<file path="config.mk">
export PLATFORM = sky130hd
export DESIGN_NAME = usb_tx_encoder_flat
export DESIGN_NICKNAME = d
export VERILOG_FILES = /design/src/rtl/usb_tx_encoder_if.sv /design/src/rtl/usb_tx_encoder.sv /design/src/flat_wrapper.sv
export SDC_FILE = /design/constraint.sdc
export NUM_CORES = 1
export LEC_CHECK = 0
export ABC_AREA = 1
export CORE_ASPECT_RATIO = 0.75
export CORE_MARGIN = 8
export CORE_UTILIZATION = 40
export DETAILED_ROUTE_END_ITERATION = 10
export GPL_TIMING_DRIVEN = 1
export HOLD_SLACK_MARGIN = 0.1
export REMOVE_ABC_BUFFERS = 1
export SYNTH_ARGS = -nofsm -noshare
export SYNTH_HDL_FRONTEND = slang
export SYNTH_SLANG_ARGS = --single-unit
</file>
<file path="constraint.sdc">
create_clock -name clk -period 1.9 [get_ports clk]
set_input_delay 0.19 -clock clk [delete_from_list [all_inputs] [get_ports clk]]
set_output_delay 0.19 -clock clk [all_outputs]
set_load 0.01 [all_outputs]
</file>
<file path="src/rtl/usb_tx_encoder_if.sv">
// Signal bundle between the USB transmit encoder and its packet/shift-register
// neighbours. The master side drives the packet start and the serial data bit.
// The slave side is the encoder, which returns the strobes, status and line pair.
interface usb_tx_encoder_if;
  logic tx_start;
  logic tx_bit;
  logic data_end;
  logic shift_strobe;
  logic byte_done;
  logic busy;
  logic tx_done;
  logic d_plus;
  logic d_minus;

  modport master (
    output tx_start, tx_bit, data_end,
    input  shift_strobe, byte_done, busy, tx_done, d_plus, d_minus
  );

  modport slave (
    input  tx_start, tx_bit, data_end,
    output shift_strobe, byte_done, busy, tx_done, d_plus, d_minus
  );
endinterface

</file>
<file path="src/rtl/usb_tx_encoder.sv">
// USB full-speed transmit encoder.
// It pulls one bit per bit period from the upstream shift register, then applies
// bit stuffing and NRZI, drives D+/D-, and finishes each packet with SE0,SE0,J.
// shift_strobe and byte_done are combinational in the boundary cycle, so the
// shift register advances on the same edge that this block consumes tx_bit.
module usb_tx_encoder #(
  parameter int CLKS_PER_BIT = 8,
  parameter int STUFF_LEN    = 6
) (
  input  logic            clk,
  input  logic            n_rst,
  usb_tx_encoder_if.slave bus
);

  localparam int PW = $clog2(CLKS_PER_BIT);
  localparam int OW = $clog2(STUFF_LEN + 1);

  typedef enum logic [1:0] {
    S_IDLE    = 2'd0,
    S_ACTIVE  = 2'd1,
    S_EOP_SE0 = 2'd2,
    S_EOP_J   = 2'd3
  } state_t;

  state_t          r_state;
  logic [PW-1:0]   r_period;
  logic [OW-1:0]   r_ones;
  logic [2:0]      r_bitcnt;
  logic            r_eop_cnt;
  logic            r_dp;
  logic            r_dm;
  logic            r_busy;
  logic            r_tx_done;

  state_t          w_state_nxt;
  logic [PW-1:0]   w_period_nxt;
  logic [OW-1:0]   w_ones_nxt;
  logic [2:0]      w_bitcnt_nxt;
  logic            w_eop_nxt;
  logic            w_dp_nxt;
  logic            w_dm_nxt;
  logic            w_busy_nxt;
  logic            w_done_nxt;
  logic            w_strobe;
  logic            w_byte_done;

  logic            w_start;
  logic            w_boundary;
  logic            w_decide;
  logic [OW-1:0]   w_ones_cur;
  logic [2:0]      w_bit_cur;
  logic            w_cur_dp;
  logic            w_cur_dm;

  // A start is accepted only from IDLE and never while reset is asserted.
  // That start cycle is itself the first bit boundary.
  assign w_start    = (r_state == S_IDLE) && bus.tx_start && n_rst;
  assign w_boundary = w_start || ((r_state != S_IDLE) && (r_period == '0));
  assign w_decide   = w_start || ((r_state == S_ACTIVE) && w_boundary);

  // Counters are treated as already cleared in the start cycle so that the first bit uses fresh values.
  assign w_ones_cur = w_start ? '0 : r_ones;
  assign w_bit_cur  = w_start ? 3'd0 : r_bitcnt;
  assign w_cur_dp   = (r_state == S_IDLE) ? 1'b1 : r_dp;
  assign w_cur_dm   = (r_state == S_IDLE) ? 1'b0 : r_dm;

  // Next-state, counter and line decisions taken at each bit boundary.
  always_comb begin
    w_state_nxt  = r_state;
    w_period_nxt = r_period;
    w_ones_nxt   = r_ones;
    w_bitcnt_nxt = r_bitcnt;
    w_eop_nxt    = r_eop_cnt;
    w_dp_nxt     = w_cur_dp;
    w_dm_nxt     = w_cur_dm;
    w_busy_nxt   = r_busy;
    w_done_nxt   = 1'b0;
    w_strobe     = 1'b0;
    w_byte_done  = 1'b0;

    if (w_decide) begin
      w_state_nxt = S_ACTIVE;
      w_busy_nxt  = 1'b1;
      if (w_ones_cur == OW'(STUFF_LEN)) begin
        // Stuffed zero: toggle the line, do not consume a data bit.
        w_dp_nxt     = ~w_cur_dp;
        w_dm_nxt     = ~w_cur_dm;
        w_ones_nxt   = '0;
        w_bitcnt_nxt = w_bit_cur;
      end else if (bus.data_end) begin
        w_dp_nxt     = 1'b0;
        w_dm_nxt     = 1'b0;
        w_state_nxt  = S_EOP_SE0;
        w_eop_nxt    = 1'b0;
        w_ones_nxt   = w_ones_cur;
        w_bitcnt_nxt = w_bit_cur;
      end else begin
        w_strobe     = 1'b1;
        w_byte_done  = (w_bit_cur == 3'd7);
        w_bitcnt_nxt = w_bit_cur + 3'd1;
        if (bus.tx_bit) begin
          w_ones_nxt = w_ones_cur + OW'(1);
        end else begin
          w_ones_nxt = '0;
          w_dp_nxt   = ~w_cur_dp;
          w_dm_nxt   = ~w_cur_dm;
        end
      end
    end else begin
      case (r_state)
        S_EOP_SE0: begin
          if (w_boundary) begin
            if (r_eop_cnt) begin
              w_dp_nxt    = 1'b1;
              w_dm_nxt    = 1'b0;
              w_eop_nxt   = 1'b0;
              w_state_nxt = S_EOP_J;
            end else begin
              w_eop_nxt = 1'b1;
            end
          end else begin
            w_eop_nxt = r_eop_cnt;
          end
        end
        S_EOP_J: begin
          if (w_boundary) begin
            w_state_nxt = S_IDLE;
            w_busy_nxt  = 1'b0;
            w_done_nxt  = 1'b1;
          end else begin
            w_busy_nxt = 1'b1;
          end
        end
        S_IDLE: begin
          w_busy_nxt = 1'b0;
        end
        S_ACTIVE: begin
          w_busy_nxt = 1'b1;
        end
        default: begin
          w_state_nxt = S_IDLE;
          w_busy_nxt  = 1'b0;
        end
      endcase
    end

    // The period counter free-runs while a packet is in flight and sits at zero in IDLE.
    if (w_state_nxt == S_IDLE) begin
      w_period_nxt = '0;
    end else if (r_period == PW'(CLKS_PER_BIT - 1)) begin
      w_period_nxt = '0;
    end else begin
      w_period_nxt = r_period + PW'(1);
    end
  end

  // FSM state register.
  always_ff @(posedge clk or negedge n_rst) begin
    if (!n_rst) begin
      r_state <= S_IDLE;
    end else begin
      r_state <= w_state_nxt;
    end
  end

  // Counters and registered line and status outputs.
  always_ff @(posedge clk or negedge n_rst) begin
    if (!n_rst) begin
      r_period  <= '0;
      r_ones    <= '0;
      r_bitcnt  <= 3'd0;
      r_eop_cnt <= 1'b0;
      r_dp      <= 1'b1;
      r_dm      <= 1'b0;
      r_busy    <= 1'b0;
      r_tx_done <= 1'b0;
    end else begin
      r_period  <= w_period_nxt;
      r_ones    <= w_ones_nxt;
      r_bitcnt  <= w_bitcnt_nxt;
      r_eop_cnt <= w_eop_nxt;
      r_dp      <= w_dp_nxt;
      r_dm      <= w_dm_nxt;
      r_busy    <= w_busy_nxt;
      r_tx_done <= w_done_nxt;
    end
  end

  assign bus.shift_strobe = w_strobe;
  assign bus.byte_done    = w_byte_done;
  assign bus.busy         = r_busy;
  assign bus.tx_done      = r_tx_done;
  assign bus.d_plus       = r_dp;
  assign bus.d_minus      = r_dm;

endmodule
</file>
<file path="src/flat_wrapper.sv">
// flat-port wrapper written by rule: the top's interface ports become plain ports
module usb_tx_encoder_flat 
#(
  parameter int CLKS_PER_BIT = 8,
  parameter int STUFF_LEN    = 6
)
  (clk, n_rst, bus_tx_start, bus_tx_bit, bus_data_end, bus_shift_strobe, bus_byte_done, bus_busy, bus_tx_done, bus_d_plus, bus_d_minus);
  usb_tx_encoder_if bus_i ();
  input  logic clk;
  input  logic n_rst;
  input wire logic [$bits(bus_i.tx_start)-1:0] bus_tx_start;
  input wire logic [$bits(bus_i.tx_bit)-1:0] bus_tx_bit;
  input wire logic [$bits(bus_i.data_end)-1:0] bus_data_end;
  output wire logic [$bits(bus_i.shift_strobe)-1:0] bus_shift_strobe;
  output wire logic [$bits(bus_i.byte_done)-1:0] bus_byte_done;
  output wire logic [$bits(bus_i.busy)-1:0] bus_busy;
  output wire logic [$bits(bus_i.tx_done)-1:0] bus_tx_done;
  output wire logic [$bits(bus_i.d_plus)-1:0] bus_d_plus;
  output wire logic [$bits(bus_i.d_minus)-1:0] bus_d_minus;
  assign bus_i.tx_start = bus_tx_start;
  assign bus_i.tx_bit = bus_tx_bit;
  assign bus_i.data_end = bus_data_end;
  assign bus_shift_strobe = bus_i.shift_strobe;
  assign bus_byte_done = bus_i.byte_done;
  assign bus_busy = bus_i.busy;
  assign bus_tx_done = bus_i.tx_done;
  assign bus_d_plus = bus_i.d_plus;
  assign bus_d_minus = bus_i.d_minus;
  usb_tx_encoder #(.CLKS_PER_BIT(CLKS_PER_BIT), .STUFF_LEN(STUFF_LEN)) u_core (.clk(clk), .n_rst(n_rst), .bus(bus_i));
endmodule
</file>
==> flow_metrics.tcl, run 1 <==
set metrics [dict create \
    rows 16 \
    hold_viol_final 0 \
    fin_tns_setup_ns -0.0278 \
    clock_skew_ns 0.00355 \
    fillers 230 \
    grt_pass1_vias 978 \
    holdCritPathClass "primary input to asynchronous set/reset pin" \
    clk_latency_ns 0.29 \
    reg2reg_slack_ns 0.18 \
    initial_utilization_pct 40.9 \
    gp_congestion 0.796 \
    ys_seq_area_share_pct 38.6 \
    core_mm2 0.00254 \
    wl_met1_um 1210 \
    regArea_um2 403 \
    area_delta_synth_final_pct 44.1 \
    syn_inst 134 \
    hpwl_um 1870 \
    rsz0062_at_grt "true" \
    path_clk_slew_ns 0.10 \
    die_area_mm2 0.00451 \
    wl_met3_um 82 \
    power_switching_mw 0.961 \
    min_period_ns 1.91 \
    fmax_mhz 522 \
    routed.top_layer "met4" \
    ant_nets 0 \
    clkPwrFrac_pct 10.1 \
    ys_seq_elements 16 \
    fp.dieH_um 60.2 \
    wire_per_inst_um 11.9 \
    violations "negative setup slack" \
    synth_ff_type "dfrtp_1" \
    drtIter0Drc 57 \
    yosys.area.top_type_share_pct 36.1 \
    cts_buffer_depth 2 \
    path_buf_inv 4 \
    synth.yosys.warnings 0 \
    grt.overflow.total 0 \
    cp-end-kind "output pin" \
    drc 0 \
    diodes 0 \
    status "finished, violations left" \
    via_count 951 \
    ir_drop_v 0.000707 \
    syn_area_mm2 0.00104 \
    grt_max_degree 17 \
    p_leak_nw 0.769 \
    yosysMostFrequentCell "nand2_1" \
    multi_input_area_um2 613 \
    finalCritPeriodShare_pct 101 \
    cp_cell_sequence "inv_2 > ha_2 > nand4_1 > nand2_4 > clkinv_4 > buf_12 > nor2_4 > buf_6" \
    pwr-share-seq_pct 26.5 \
    p_total_mw 2.29 \
    drive_gt1_share_pct 35.6 \
    cts_root_buf "clkbuf_4" \
    p_comb_share_pct 63.3 \
    cts_sinks 16 \
    intPower_mw 1.33 \
    grt_util_all_layers_pct 12.6 \
    die_w_um 74.9 \
    synth.area.top_cells "dfrtp_1 (36%), nand2_1 (14%), ha_1 (8.4%)" \
    timing.rr.end "u_core.r_period[2]" \
    synth-async-reset-ratio_pct 100 \
    cpPeakStageDelay_ns 0.40 \
    cp_data_required_time_ns 1.71 \
    htreeDepth 1 \
    grt_pass1_wl_um 4260 \
    wl_met2_um 1180 \
    finalNetCount 187 \
    io_pins 11 \
    numPortBuffers 10 \
    p_per_area_mw_per_mm2 1530 \
    cts_buffers 3 \
    drv_slew 0 \
    antenna_found_initial 0 \
    tritoncts "yes" \
    worstReg2RegStart "u_core.r_state[0]" \
    swShare_pct 42.0 \
    synth_top_cell_by_area "dfrtp_1" \
    arrival_ns 1.72 \
    tightest_slew_ns 0.347 \
    final.setup.worst_slack_ns -0.0144 \
    synth_cell_types 23 \
    avgSynthCellArea_um2 7.77 \
    via_per_inst 4.53 \
    cp-start-kind "flip-flop" \
    slew_headroom_pct 76.6 \
    wl_um 2500 \
    ys_top_cells_by_count "nand2_1 (40), inv_1 (19), dfrtp_1 (15), nor2_1 (15), nand3_1 (11)" \
    setup_viol 2 \
    r2r_cells 11 \
    hold_buffers 0 \
    crit_type "flip-flop to output pin" \
    dr.pass1.iters 4 \
    path_delay_family "simple AND/OR/NAND/NOR gates" \
    path_max_fanout 4 \
    drv_cap 0 \
    synth-edff-count 0 \
    slowest_stage "dfrtp_1" \
]
## kinds of logic after synthesis
family,after synthesis,synth area share (%)
xor+xnor,2,2.40
buf+inv,22,8.77
compound gates,9,4.45
flops,16,38.6
fa+ha+maj,7,8.41
simple gates,78,37.4
## layout make-up
cell class / count / area share (%)
repair buffers: 37 / 21.3
well taps: 36 / 3.00
clock buffers: 4 / 2.42
flip-flops and latches: 16 / 26.9
multi-input cells: 96 / 40.9
inverters: 21 / 5.59
## repair_timing
action                     CTS  global route
setup endpoints to repair    2             2
gates resized for setup     26             6
buffers inserted             4             0
pin swaps                    5             0
## worst register-to-register path: cells and delay by family (launching register included)
family | cells | cell delay [ns]
flip-flops | 1 | 0.40
adder cells (fa/ha/maj) | 1 | 0.20
AND/OR/NAND/NOR | 8 | 0.71
buffers and inverters | 2 | 0.31
## cells in the final DEF, fill, tap and decap left out, types with 2 or more instances in the layout
master / n
nand2_1: 36
buf_4: 24
inv_1: 16
dfrtp_1: 14
nor2_1: 13
nand3_1: 11
clkdlybuf4s50_1: 8
o21ai_0: 7
nand2_4: 5
inv_2: 4
nor2_4: 3
nand2_2: 3
ha_1: 3
clkbuf_4: 3
buf_6: 3
nand3_4: 2
nor2_2: 2
ha_2: 2
ha_4: 2
## flip-flops by register name (all words and copies together), names as in the netlist
| name | cells |
|---|---|
| u_core.r_eop_cnt | 1 |
| u_core.bus.d_minus | 1 |
| u_core.r_bitcnt | 3 |
| u_core.r_state | 2 |
| u_core.bus.tx_done | 1 |
| u_core.r_period | 3 |
| u_core.bus.d_plus | 1 |
| u_core.r_ones | 3 |
| u_core.bus.busy | 1 |
## metrics by stage
step | instances | area, um^2 | worst slack (ns) | hold slack [ns] | util [%]
6_report | 210 | 1500 | -0.0144 | 0.262 | 59.0
3_5_place_dp | 202 | 1360 | -0.438 | 0.490 | 53.5
3_3_place_gp | 202 | 1360 | -0.422 | 0.478 | 53.5
4_1_cts | 210 | 1470 | 0.00192 | 0.263 | 58.0
5_1_grt | 210 | 1500 | -0.139 | 0.272 | 59.0
2_1_floorplan | 133 | 1030 | 0.206 | -0.106 | -
## power groups by stage
| stage | clock network (mW) | logic [mW] | registers, mW |
|---|---|---|---|
| 6_report | 0.232 | 1.45 | 0.607 |
| 5_1_grt | 0.263 | 1.62 | 0.626 |
| 4_1_cts | 0.244 | 1.41 | 0.605 |
| 3_5_place_dp | 0 | 1.26 | 0.614 |
| 3_3_place_gp | 0 | 1.23 | 0.611 |
| 2_1_floorplan | 0 | 0.689 | 0.613 |
## per-layer routing
layer  up-vias  track usage [%]
met5         -                0
met4         0             4.17
met3         2             4.02
met2        15             20.0
met1       435             15.5
li1        499                -
## worst max path at each step
stage / start / to / cells past startpoint
floorplan: u_core.r_state[0] / bus_byte_done / 8
global placement: n_rst / bus_byte_done / 10
detailed placement: n_rst / bus_byte_done / 10
CTS: u_core.r_state[1] / bus_byte_done / 9
global route: u_core.r_period[0] / bus_shift_strobe / 8
finish: u_core.r_period[0] / bus_shift_strobe / 8
Note: power is estimated with default switching activity, not from simulation.
==> run 2: changes to the inputs <==
Settings changed: HOLD_SLACK_MARGIN 0.1 to 0.12.
==> results of run 2 <==
Same layout as run 1: the final DEF is identical, and so are final timing and power.
==> RTL edit: new RTL, flow settings as in run 2 <==
`STUFF_LEN` is set to 6 in 2 places; all go to 3.
--- a/src/rtl/usb_tx_encoder.sv
+++ b/src/rtl/usb_tx_encoder.sv
@@ -5,7 +5,7 @@
 // shift register advances on the same edge that this block consumes tx_bit.
 module usb_tx_encoder #(
   parameter int CLKS_PER_BIT = 8,
-  parameter int STUFF_LEN    = 6
+  parameter int STUFF_LEN    = 3
 ) (
   input  logic            clk,
   input  logic            n_rst,
--- a/src/flat_wrapper.sv
+++ b/src/flat_wrapper.sv
@@ -2,7 +2,7 @@
 module usb_tx_encoder_flat 
 #(
   parameter int CLKS_PER_BIT = 8,
-  parameter int STUFF_LEN    = 6
+  parameter int STUFF_LEN    = 3
 )
   (clk, n_rst, bus_tx_start, bus_tx_bit, bus_data_end, bus_shift_strobe, bus_byte_done, bus_busy, bus_tx_done, bus_d_plus, bus_d_minus);
   usb_tx_encoder_if bus_i ();
Function: same outputs for any inputs over 10 cycles, from zero or initial values and one cycle with n_rst low; that may be too few to reach the edited logic, so the function may still have changed.
==> RTL edit against run 2 <==
- the flow still finishes with violations (negative setup slack)
- area after synthesis down 15%
- sequential share of layout area up 4.0 points
- die area down 11%
- clock skew about the same
- sequential cell count down 1
- worst hold slack better by 0.092 ns
- final area down 19%
- first-iteration DRC count down 37%
- routed wire length down 17%
- maximum frequency down 0.19%
- power down 20%
- setup slack worse by 0.0036 ns
- global-route usage down 1.7 points
- critical path type unchanged
- largest cell class unchanged
==> RTL edit: results (changes against run 2) <==
| Metric | Value |
|---|---|
| Static leakage | 0.637 nW (-17%) |
| Met2 Track Usage GR | 15.6% (-4.4 points) |
| WL per Instance | 12.4 µm (+4.7%) |
| Compound-gate portion of the synthesized area | 7.62% (+3.2 points) |
| Final HPWL DP | 1540 µm (-17%) |
| ANT cells | 0 (unchanged) |
| Vias in the first global route | 778 (-20%) |
| TNS Setup | -0.0180 ns (+0.00976 ns) |
| Final WS setup | -0.0180 ns (-0.00361 ns) |
| Layout cells sized above 1 | 33.1% (-2.5 points) |
| Worst Skew | 0.00390 ns (+0.000349 ns) |
| Post-CTS setup buffer count | 5 (+1) |
| WL final | 2070 µm (-17%) |
| Slew @ Worst Pin | 0.271 ns (-0.0758 ns) |
| Final Wtd Congestion | 0.829 (+4.2%) |
| Syn avg cell area | 7.78 µm² (+0.17%) |
| DR iter-0 viols | 36 (-37%) |
| Synth cell count leaders | nand2_1, inv_1, dfrtp_1 |
| Placed Cells | 157 (-22%) |
| Largest net degree at the start of global routing | 16 (-1) |
| Post-Synth Adder-Cell Area | 8.46% (+0.049 points) |
| Worst-path clk slew | 0.08 ns (-0.02 ns) |
| Failing checks | negative setup slack |
| Vias/cell | 4.79 (+5.8%) |
| # setup viols final | 1 (-1) |
| Xor/xnor share of the synthesized area | 0.987% (-1.4 points) |
| GR Layer Usage met3 | 4.74% (+0.72 points) |
| Seq/Total Area, Yosys | 42.5% (+3.9 points) |
| Worst-Skew Late Latency | 0.28 ns |
| Largest cells by area after synthesis | dfrtp_1, nand2_1, ha_1 |
| Worst IR Drop VDD | 0.954 mV (+35%) |
| Distinct cells, synth | 21 (-8.7%) |
| Clock Tree Buf Depth | 2 (unchanged) |
| Met1 Track Usage GR | 13.9% (-1.7 points) |
| FILL cells | 183 (-20%) |
| Status | finished with violations |
| Top Registers | u_core.r_bitcnt x3, u_core.r_period x3 |
| GRT Resource Usage Total | 10.9% (-1.7 points) |
| Final-stage net count | 154 (-18%) |
[RTL edit: critical path: stages, from the launching register on]
cell,delay [ns]
dfrtp_1,0.41
nor2_4,0.15
nand3_4,0.12
nand2_2,0.11
inv_2,0.05
ha_4,0.16
nor2_4,0.11
nand2_2,0.08
nor2_2,0.11
buf_2,0.15
[RTL edit: cell type report]
| class | instances | area (µm²) | share of cell area (%) |
|---|---|---|---|
| inverter | 22 | 85.1 | 6.97 |
| sequential | 15 | 377 | 30.8 |
| clock buffer | 4 | 26.3 | 2.15 |
| timing repair buffer | 25 | 206 | 16.9 |
| tap | 24 | 30.0 | 2.46 |
| multi-input combinational | 76 | 497 | 40.7 |
[RTL edit: final timing paths]
kind / start / to / slack (ns) / depth (start not counted)
setup / recovery: u_core.r_state[0] / bus_byte_done / -0.02 / 9
hold / removal: n_rst / u_core.r_period[1] / 0.35 / 2
setup reg to reg: u_core.r_state[0] / u_core.bus.d_minus / 0.10 / 12
hold reg to reg: u_core.bus.busy / u_core.bus.busy / 0.52 / 2
max in group asynchronous: n_rst / u_core.bus.d_plus / 1.30 / 2
min in group clk: u_core.bus.busy / u_core.bus.busy / 0.52 / 2
[RTL edit: where the power goes]
group,internal (mW),switching (mW),total (mW)
Clock,0.0816,0.0961,0.178
Combinational,0.485,0.593,1.08
Sequential,0.474,0.101,0.575
Total,1.04,0.790,1.83
[RTL edit: metal layers]
metal  part of all wire, %  vias to the layer above
met2                    45                       17
li1                      -                      410
met3                   5.2                        4
met5                     0                        -
met4                   1.4                        0
met1                    48                      364
[RTL edit: stage by stage]
stage	setup WS (ns)	instance area, µm²
finish	-0.0180	1220
floorplan	0.171	876
global placement	-0.371	1080
detailed placement	-0.422	1080
global route	-0.109	1220
CTS	0.00806	1210
